[config.mk]
export PLATFORM = sky130hd
export DESIGN_NAME = iter_divider
export DESIGN_NICKNAME = d
export VERILOG_FILES = /design/src/rtl/iter_divider_pkg.sv /design/src/rtl/iter_divider_div_step.sv /design/src/rtl/iter_divider.sv
export SDC_FILE = /design/constraint.sdc
export NUM_CORES = 1
export LEC_CHECK = 0
export BUFFER_PORTS_ARGS = -buffer_cell sky130_fd_sc_hd__buf_2
export CORE_ASPECT_RATIO = 1.1
export CORE_UTILIZATION = 40
export CTS_BUF_LIST = sky130_fd_sc_hd__clkbuf_8
export CTS_CLUSTER_DIAMETER = 30
export DETAILED_ROUTE_END_ITERATION = 10
export PLACE_DENSITY_LB_ADDON = 0.1
export SETUP_SLACK_MARGIN = 0.15
export SLEW_MARGIN = 15
export SYNTH_ARGS = -nofsm -noshare
export SYNTH_HDL_FRONTEND = slang
export SYNTH_SLANG_ARGS = --single-unit
[constraint.sdc]
create_clock -name clk -period 4.27 [get_ports clk]
set_input_delay 1.281 -clock clk [delete_from_list [all_inputs] [get_ports clk]]
set_output_delay 1.281 -clock clk [all_outputs]
set_load 0.01 [all_outputs]
[src/rtl/iter_divider_pkg.sv]
// ============================================================================
// Module      : iter_divider_pkg
// Description : Shared state codes and handshake constants for the iterative
//               radix-2 restoring divider.
// Revision    : 1.0  initial release
// ============================================================================
`default_nettype none

package iter_divider_pkg;

    // Divider control states (2-bit encoding shared with the EX stage)
    typedef enum logic [1:0] {
        DIV_FREE    = 2'b00,
        DIV_BY_ZERO = 2'b01,
        DIV_ON      = 2'b10,
        DIV_END     = 2'b11
    } div_state_t;

    // Request levels driven by EX on start_i
    localparam logic c_DIV_START = 1'b1;
    localparam logic c_DIV_STOP  = 1'b0;

    // Levels of the ready_o response
    localparam logic c_DIV_RESULT_READY     = 1'b1;
    localparam logic c_DIV_RESULT_NOT_READY = 1'b0;

endpackage : iter_divider_pkg

`default_nettype wire

[src/rtl/iter_divider_div_step.sv]
// ============================================================================
// Module      : iter_divider_div_step
// Description : One combinational restoring-division step: shift the
//               {remainder, quotient} pair left by one and try to subtract
//               the divisor from the widened partial remainder.
// Revision    : 1.0  initial release
// ============================================================================
`default_nettype none

module iter_divider_div_step #(
    parameter int WIDTH = 32
) (
    input  logic [WIDTH-1:0] i_rem,
    input  logic [WIDTH-1:0] i_quot,
    input  logic [WIDTH-1:0] i_divisor,
    output logic [WIDTH-1:0] o_rem,
    output logic [WIDTH-1:0] o_quot
);

    // Partial remainder after the shift needs one extra bit; the trial
    // subtraction carries one more so its MSB acts as the borrow flag.
    logic [WIDTH:0]   w_shift;
    logic [WIDTH+1:0] w_trial;
    logic             w_ge;
    logic             w_unused_bits;

    assign w_shift = {i_rem, i_quot[WIDTH-1]};
    assign w_trial = {1'b0, w_shift} - {2'b00, i_divisor};
    assign w_ge    = ~w_trial[WIDTH+1];

    // When the trial succeeds the difference is below the divisor and fits
    // in WIDTH bits; when it fails the shifted value is below the divisor
    // too, so bit WIDTH of either is always zero.
    assign o_rem  = w_ge ? w_trial[WIDTH-1:0] : w_shift[WIDTH-1:0];
    assign o_quot = {i_quot[WIDTH-2:0], w_ge};

    assign w_unused_bits = &{1'b0, w_trial[WIDTH], w_shift[WIDTH]};

endmodule : iter_divider_div_step

`default_nettype wire

[src/rtl/iter_divider.sv]
// ============================================================================
// Module      : iter_divider
// Description : Multi-cycle radix-2 restoring divider answering the EX-stage
//               divide handshake. EX holds start_i and the operands; the
//               divider returns {remainder, quotient} with a one-cycle
//               ready_o pulse. Handles signed (DIV) and unsigned (DIVU).
// Revision    : 1.0  initial release
// ============================================================================
`default_nettype none

module iter_divider
    import iter_divider_pkg::*;
#(
    parameter int WIDTH = 32
) (
    input  logic               clk,
    input  logic               rst,
    input  logic               signed_div_i,
    input  logic [WIDTH-1:0]   opdata1_i,
    input  logic [WIDTH-1:0]   opdata2_i,
    input  logic               start_i,
    input  logic               annul_i,
    output logic [2*WIDTH-1:0] result_o,
    output logic               ready_o
);

    localparam int              c_CNT_W    = $clog2(WIDTH) + 1;
    localparam logic [c_CNT_W-1:0] c_CNT_LAST = c_CNT_W'(WIDTH - 1);

    div_state_t           r_state;
    div_state_t           w_state_nxt;

    logic [c_CNT_W-1:0]   r_cnt;
    logic [WIDTH-1:0]     r_rem;
    logic [WIDTH-1:0]     r_quot;
    logic [WIDTH-1:0]     r_divisor;
    logic                 r_sign1;
    logic                 r_sign2;
    logic                 r_signed;
    logic [2*WIDTH-1:0]   r_result;
    logic                 r_ready;

    logic                 w_load;
    logic                 w_step;
    logic                 w_ready_nxt;
    logic [2*WIDTH-1:0]   w_result_nxt;

    logic [WIDTH-1:0]     w_op1_abs;
    logic [WIDTH-1:0]     w_op2_abs;
    logic [WIDTH-1:0]     w_step_rem;
    logic [WIDTH-1:0]     w_step_quot;
    logic [WIDTH-1:0]     w_quot_fix;
    logic [WIDTH-1:0]     w_rem_fix;

    // Magnitudes of the operands; negation only applies to signed negatives.
    // The most negative value maps onto itself, which as an unsigned
    // magnitude is exactly right.
    assign w_op1_abs = (signed_div_i && opdata1_i[WIDTH-1]) ? (~opdata1_i + 1'b1) : opdata1_i;
    assign w_op2_abs = (signed_div_i && opdata2_i[WIDTH-1]) ? (~opdata2_i + 1'b1) : opdata2_i;

    iter_divider_div_step #(
        .WIDTH (WIDTH)
    ) u_div_step (
        .i_rem     (r_rem),
        .i_quot    (r_quot),
        .i_divisor (r_divisor),
        .o_rem     (w_step_rem),
        .o_quot    (w_step_quot)
    );

    // Sign fix-up applied to the final step's output as it is registered:
    // quotient negative when operand signs differ, remainder follows dividend.
    assign w_quot_fix = (r_signed && (r_sign1 ^ r_sign2)) ? (~w_step_quot + 1'b1) : w_step_quot;
    assign w_rem_fix  = (r_signed && r_sign1)             ? (~w_step_rem + 1'b1)  : w_step_rem;

    // State register
    always_ff @(posedge clk) begin
        if (rst) begin
            r_state <= DIV_FREE;
        end else begin
            r_state <= w_state_nxt;
        end
    end

    // Next-state decode and datapath control; the response registers are
    // loaded on the transition into END so they are valid during END.
    always_comb begin
        w_state_nxt  = r_state;
        w_load       = 1'b0;
        w_step       = 1'b0;
        w_ready_nxt  = c_DIV_RESULT_NOT_READY;
        w_result_nxt = '0;

        case (r_state)
            DIV_FREE: begin
                if (start_i == c_DIV_START) begin
                    if (!annul_i && (opdata2_i == '0)) begin
                        w_state_nxt = DIV_BY_ZERO;
                    end else begin
                        w_load      = 1'b1;
                        w_state_nxt = DIV_ON;
                    end
                end
            end

            DIV_BY_ZERO: begin
                w_state_nxt  = DIV_END;
                w_ready_nxt  = c_DIV_RESULT_READY;
                w_result_nxt = '0;
            end

            DIV_ON: begin
                if (annul_i || (start_i == c_DIV_STOP)) begin
                    w_state_nxt = DIV_FREE;
                end else begin
                    w_step = 1'b1;
                    if (r_cnt == c_CNT_LAST) begin
                        w_state_nxt  = DIV_END;
                        w_ready_nxt  = c_DIV_RESULT_READY;
                        w_result_nxt = {w_rem_fix, w_quot_fix};
                    end
                end
            end

            DIV_END: begin
                w_state_nxt = DIV_FREE;
            end

            default: begin
                w_state_nxt = DIV_FREE;
            end
        endcase
    end

    // Operand latch and one shift/subtract step per ON cycle
    always_ff @(posedge clk) begin
        if (rst) begin
            r_cnt     <= '0;
            r_rem     <= '0;
            r_quot    <= '0;
            r_divisor <= '0;
            r_sign1   <= 1'b0;
            r_sign2   <= 1'b0;
            r_signed  <= 1'b0;
        end else if (w_load) begin
            r_cnt     <= '0;
            r_rem     <= '0;
            r_quot    <= w_op1_abs;
            r_divisor <= w_op2_abs;
            r_sign1   <= opdata1_i[WIDTH-1];
            r_sign2   <= opdata2_i[WIDTH-1];
            r_signed  <= signed_div_i;
        end else if (w_step) begin
            r_cnt     <= r_cnt + 1'b1;
            r_rem     <= w_step_rem;
            r_quot    <= w_step_quot;
        end
    end

    // Registered response; zero outside the single ready cycle
    always_ff @(posedge clk) begin
        if (rst) begin
            r_ready  <= c_DIV_RESULT_NOT_READY;
            r_result <= '0;
        end else begin
            r_ready  <= w_ready_nxt;
            r_result <= w_result_nxt;
        end
    end

    assign ready_o  = r_ready;
    assign result_o = r_result;

endmodule : iter_divider

`default_nettype wire

==> results of run 1 <==
==> cell usage after synthesis, types with 4 or more instances <==
library cell and instances:
o21bai_1 4, nand2b_1 8, o31ai_1 19, o211ai_1 10, nand3_1 17, nor3_1 34
clkbuf_1 55, dfxtp_1 172, xnor2_1 76, nor2_1 235, o21a_1 4, nor3b_1 6
a21oi_1 107, nor2b_1 7, and4_1 4, or4_1 11, nor4_1 22, or3_1 14
o41ai_1 5, a311oi_1 32, buf_6 7, a21o_1 10, buf_2 8, and3_1 6
inv_1 64, o21ai_0 54, a211oi_1 60, nand2_1 152, nand4_1 12, buf_1 6
and2_1 12, a31oi_1 10, ha_1 41, xor2_1 65, mux2i_1 21
==> registers in the layout, indices dropped and copies added, names as in the netlist <==
name,flops
r_sign2,1
ready_o,1
result_o,64
r_rem,32
r_quot,32
r_cnt,6
r_sign1,1
r_divisor,32
r_signed,1
r_state,2
==> worst max-delay path, stage by stage, from the launching register on <==
cell	delay, ns
dfxtp_1	0.34
inv_1	0.07
ha_1	0.17
inv_1	0.06
fa_1	0.40
a21o_1	0.23
a221oi_4	0.30
o221ai_2	0.16
a311o_2	0.44
xor2_1	0.16
or2_0	0.23
a211o_1	0.34
o32ai_4	0.30
nand2_2	0.11
nor4b_4	0.30
o21a_1	0.16
nor3_2	0.04
==> path summary, 6_finish.rpt <==
| kind | depth (start not counted) | slack (ns) | startpoint | endpoint |
|---|---|---|---|---|
| worst max-delay path | 16 | 0.33 | r_quot[31] | result_o[63] |
| worst min-delay path | 2 | 0.48 | r_sign2 | r_sign2 |
| worst max register to register | 16 | 0.33 | r_quot[31] | result_o[63] |
| worst min register to register | 2 | 0.48 | r_sign2 | r_sign2 |
==> power breakdown <==
group | total (mW) | switching, mW | internal (mW)
combinational | 4.38 | 2.68 | 1.70
clock | 1.19 | 0.652 | 0.537
sequential | 2.07 | 0.234 | 1.83
==> metrics by stage <==
step / hold slack (ns) / total power, mW / instances / utilization, % / worst slack (ns)
final: 0.478 / 7.64 / 1915 / 46.7 / 0.332
after global routing: 0.514 / 8.19 / 1915 / 46.7 / 0.161
after CTS: 0.479 / 7.58 / 1911 / 46.4 / 0.187
after detailed placement: 0.466 / 6.37 / 1880 / 45.0 / 0.0277
after global placement: 0.459 / 6.37 / 1880 / 45.0 / 0.165
after floorplan: 0.440 / 5.17 / 1421 / - / 0.138
==> routing by layer <==
metal | vias to the layer above | global-route usage (%) | routed length, um
li1 | 5256 | - | -
met1 | 4875 | 28.9 | 14500
met2 | 229 | 40.3 | 16000
met3 | 41 | 3.04 | 1200
met4 | 0 | 9.50 | 960
met5 | - | 0 | 0
==> what timing repair did <==
| item | 4_1_cts | 5_1_grt |
|---|---|---|
| resized for setup | 0 | 13 |
| endpoints found under the setup margin | 0 | 27 |
| hold buffers | 0 | 0 |
| buffers inserted | 0 | 4 |
==> cell type report <==
type | instances | area [sq um]
inverter | 64 | 243
timing repair buffer | 185 | 1070
clock inverter | 13 | 144
multi-input combinational | 1106 | 6950
sequential | 172 | 3450
clock buffer | 18 | 248
fill | 2743 | 14300
tap | 357 | 447
==> cell families (layout without fill, tap and decap cells) <==
kind of cell	after synthesis	count (layout)
AND/OR/NAND/NOR	550	550
AO/OA/AOI/OAI	352	352
flip-flops	172	172
buffers and inverters	143	280
XOR/XNOR	141	141
adder cells (fa/ha/maj)	42	42
multiplexers	21	21
==> results.cfg, run 1 <==
[synth]
synth_compound_area_share_pct = 22.0
synthCells = 1421
synth-edff-count = 0
yosysWarnings = 0
ys_async_sr_fraction_pct = 0
ys_types = 75
synth_top_family_by_area = simple AND/OR/NAND/NOR gates
yosysTopAreaCell = dfxtp_1
synth_xor_area_share_pct = 11.3
syn_nets = 1532
synth_seq_cells = 172
ys_top_cells_by_area = dfxtp_1 32%, nor2_1 8.1%, xnor2_1 6.1%
synth.top_cell.area_share_pct = 31.6
synth_ff_type = dfxtp_1
synthAdderAreaFrac_pct = 4.89
syn_area_sq_um = 10900
syn_avg_cell_area_sq_um = 7.67
yosys.area_share.simple_pct = 22.7
synth_mux_area_share_pct = 1.93
synth-seq-area-share_pct = 31.6

[setup_path]
start_kind = flop
path_max_fanout = 3
cp.required_ns = 4.63
worstPathArrival_ns = 4.30
endpoint_kind = flop
path_class = reg -> reg

[sta]
fin_tns_setup_ns = 0
finalHoldViolCount = 0
rsz0062_at_grt = false
min_period_ns = 3.94
finClkSkew_ns = 0.0193
setup_violations = 0
period_share_pct = 92.2
drv_slew = 0
tightest_slew_ns = 0.811
maxSlewHeadroom_pct = 45.9
fmaxAchievable_mhz = 254

[clocking]
clk_pin_slew_ns = 0.10
cts_tree = built
htreeDepth = 4
clkLatencyLatePin_ns = 0.49
cts.path.max_buffers = 2
clkSinkCount = 172
clock-root-buffer = clkbuf_8
cts_buffers = 17

[placement]
port-buffer-count = 133
place_hpwl_mm = 24.5
placed_cell_area_sq_um = 12100
gp_congestion = 0.893

[cells_and_area]
drive_above_1_share_pct = 16.2
postLayoutCellArea_sq_um = 12600
layout_common_cells = 235 x nor2_1, 170 x dfxtp_1, 151 x nand2_1
layout.nets = 1657
area_growth_pct = 15.2
final_common_cell = nor2_1
diodes = 0

[detailed_routing]
first_pass_iters = 5
drc = 0
ant_nets = 0
vias_per_cell = 5.43
first_iter_violations = 585
via_count = 10401
wl_per_cell_um = 17.0
wl_mm = 32.6

[global_route]
grt_pass1_wl_mm = 51.3
track_usage_pct = 23.2
grt_pass1_vias = 9692
antenna_found_initial = 0
grt_overflow = 0
grt_max_degree = 72

[floorplanning]
die-height_um = 175
core_sq_um = 26900
rows = 63
ioPinCount = 134
die_width_um = 159
dieArea_sq_um = 27900
start_util_pct = 40.5

[outcome]
status = complete, no violations

[power]
ir_drop_uv = 251
power_leakage_nw = 5.04
power.density_nw_per_um2 = 608

[min_path]
hold_class = reg -> reg

[flow_run]
max_cap_violations = 0
Note: power is estimated with default switching activity, not from simulation.
==> inputs of run 2 (changes only) <==
--- a/config.mk
+++ b/config.mk
@@ -11,7 +11,7 @@
 export CTS_BUF_LIST = sky130_fd_sc_hd__clkbuf_8
 export CTS_CLUSTER_DIAMETER = 30
 export DETAILED_ROUTE_END_ITERATION = 10
-export PLACE_DENSITY_LB_ADDON = 0.1
+export PLACE_DENSITY = 0.68
 export SETUP_SLACK_MARGIN = 0.15
 export SLEW_MARGIN = 15
 export SYNTH_ARGS = -nofsm -noshare
==> run 2 against run 1 <==
  * Critical path depth is 1 lower
  * Flip-flop and latch count is the same
  * Clock skew down 0.0031 ns
  * Largest power group unchanged
  * Utilization increased by 0.11 points
  * Critical path type unchanged
  * Via count is 0.21% lower
  * Critical endpoint unchanged
  * Cell area rose by 0.24%
  * Non-clock buffer count rose by 2
==> results.cfg, run 2 (synthesized netlist as in run 1, its figures left out) <==
[cells_and_area]
layout_common_cells = 235 x nor2_1, 171 x dfxtp_1, 151 x nand2_1
area_growth_pct = 15.5
layout.nets = 1659
fin_util_pct = 46.8
final_common_cell = nor2_1
fin_cells = 1917
drive_above_1_share_pct = 16.2
diodes = 0
largest_reg_flops = 64

[clocking]
cts_buffers = 17
clk_pin_slew_ns = 0.10
post_cts_buffers = 0
clkSinkCount = 172
clkLatencyLatePin_ns = 0.49
holdBufCountCts = 0
htreeDepth = 4
cts_tree = built
clock-root-buffer = clkbuf_8
cts.path.max_buffers = 2
cts.repair.resized = 0

[global_route]
grt_pass1_wl_mm = 49.3
grt_pass1_vias = 9521
top_usage_layer = met2
grtUsageMet3_pct = 3.35
use_met2_pct = 32.3
grt_overflow = 0
grt_max_degree = 87
antenna_found_initial = 0
track_usage_pct = 21.8
use_met1_pct = 31.9

[placement]
dp.cells = 1886
place_hpwl_mm = 23.4
port-buffer-count = 133
gp_congestion = 0.930

[sta]
min_period_ns = 3.97
fin_tns_setup_ns = 0
period_share_pct = 92.9
maxSlewHeadroom_pct = 34.9
setup_violations = 0
rsz0062_at_grt = true
fin_hold_ws_ns = 0.474
drv_slew = 0
finClkSkew_ns = 0.0161
fmaxAchievable_mhz = 252
finalHoldViolCount = 0
tightest_slew_ns = 0.976

[detailed_routing]
wl_per_cell_um = 15.9
via_count = 10379
vias_per_cell = 5.41
drc = 0
ant_nets = 0
wl_mm = 30.4
first_iter_violations = 827
first_pass_iters = 5

[floorplanning]
dieArea_sq_um = 27900
core_sq_um = 26900
die-height_um = 175
ioPinCount = 134
die_width_um = 159
start_util_pct = 40.5
rows = 63

[setup_path]
worstPathArrival_ns = 4.31
path_max_fanout = 4
path_class = reg -> reg
cp.required_ns = 4.62
start_kind = flop
endpoint_kind = flop

[power]
p_comb_share_pct = 56.9
power_leakage_nw = 5.05
netSwitchingFraction_pct = 46.1
p_int_mw = 4.09
power.switching_mw = 3.51
p_seq_share_pct = 27.6
power.density_nw_per_um2 = 604
p_clk_share_pct = 15.5
ir_drop_uv = 231

[min_path]
hold_class = reg -> reg

[outcome]
status = complete, no violations

[flow_run]
max_cap_violations = 0
-- run 2: layout make-up --
type                            count  area [sq um]
Multi-Input combinational cell   1106          6950
Timing Repair Buffer              187          1110
Fill cell                        2709         14300
Clock inverter                     13           144
Clock buffer                       18           248
Inverter                           64           240
Sequential cell                   172          3440
Tap cell                          357           447
-- run 2: final timing paths --
| path | slack [ns] | startpoint | cells past startpoint | to |
|---|---|---|---|---|
| worst max register to register | 0.30 | r_divisor[0] | 15 | result_o[63] |
| worst min-delay path | 0.47 | r_divisor[21] | 2 | r_divisor[21] |
| worst max-delay path | 0.30 | r_divisor[0] | 15 | result_o[63] |
| worst min register to register | 0.47 | r_divisor[21] | 2 | r_divisor[21] |
-- run 2: power by group through the flow --
stage / clock network, mW / registers [mW] / logic [mW]
CTS: 1.21 / 2.08 / 4.22
floorplan: 0 / 2.02 / 3.15
finish: 1.18 / 2.10 / 4.32
detailed placement: 0 / 2.12 / 4.20
global route: 1.27 / 2.12 / 4.74
global placement: 0 / 2.11 / 4.16
-- run 2: routing by layer --
layer / vias to the layer above / share of wire (%)
li1: 5253 / -
met1: 4764 / 51
met2: 313 / 42
met3: 49 / 5.2
met4: 0 / 2.1
met5: - / 0
-- run 2: worst max-delay path: stages (launching register included) --
cell and delay (ns):
dfxtp_1 0.39, ha_1 0.18, inv_1 0.05, fa_1 0.39, a21o_1 0.23, a221oi_4 0.26
o221ai_2 0.17, a311o_2 0.46, xor2_1 0.18, or2_0 0.23, a211o_1 0.33, o32ai_4 0.31
nand2_2 0.12, nor4b_4 0.30, o21a_1 0.16, nor3_2 0.04
-- run 2: stage by stage --
step | setup WS (ns) | instance area, sq um | power [mW]
6_report | 0.304 | 12600 | 7.60
5_1_grt | 0.118 | 12600 | 8.13
4_1_cts | 0.205 | 12500 | 7.51
3_5_place_dp | 0.244 | 12200 | 6.32
3_3_place_gp | 0.259 | 12200 | 6.27
2_1_floorplan | 0.138 | 11000 | 5.17
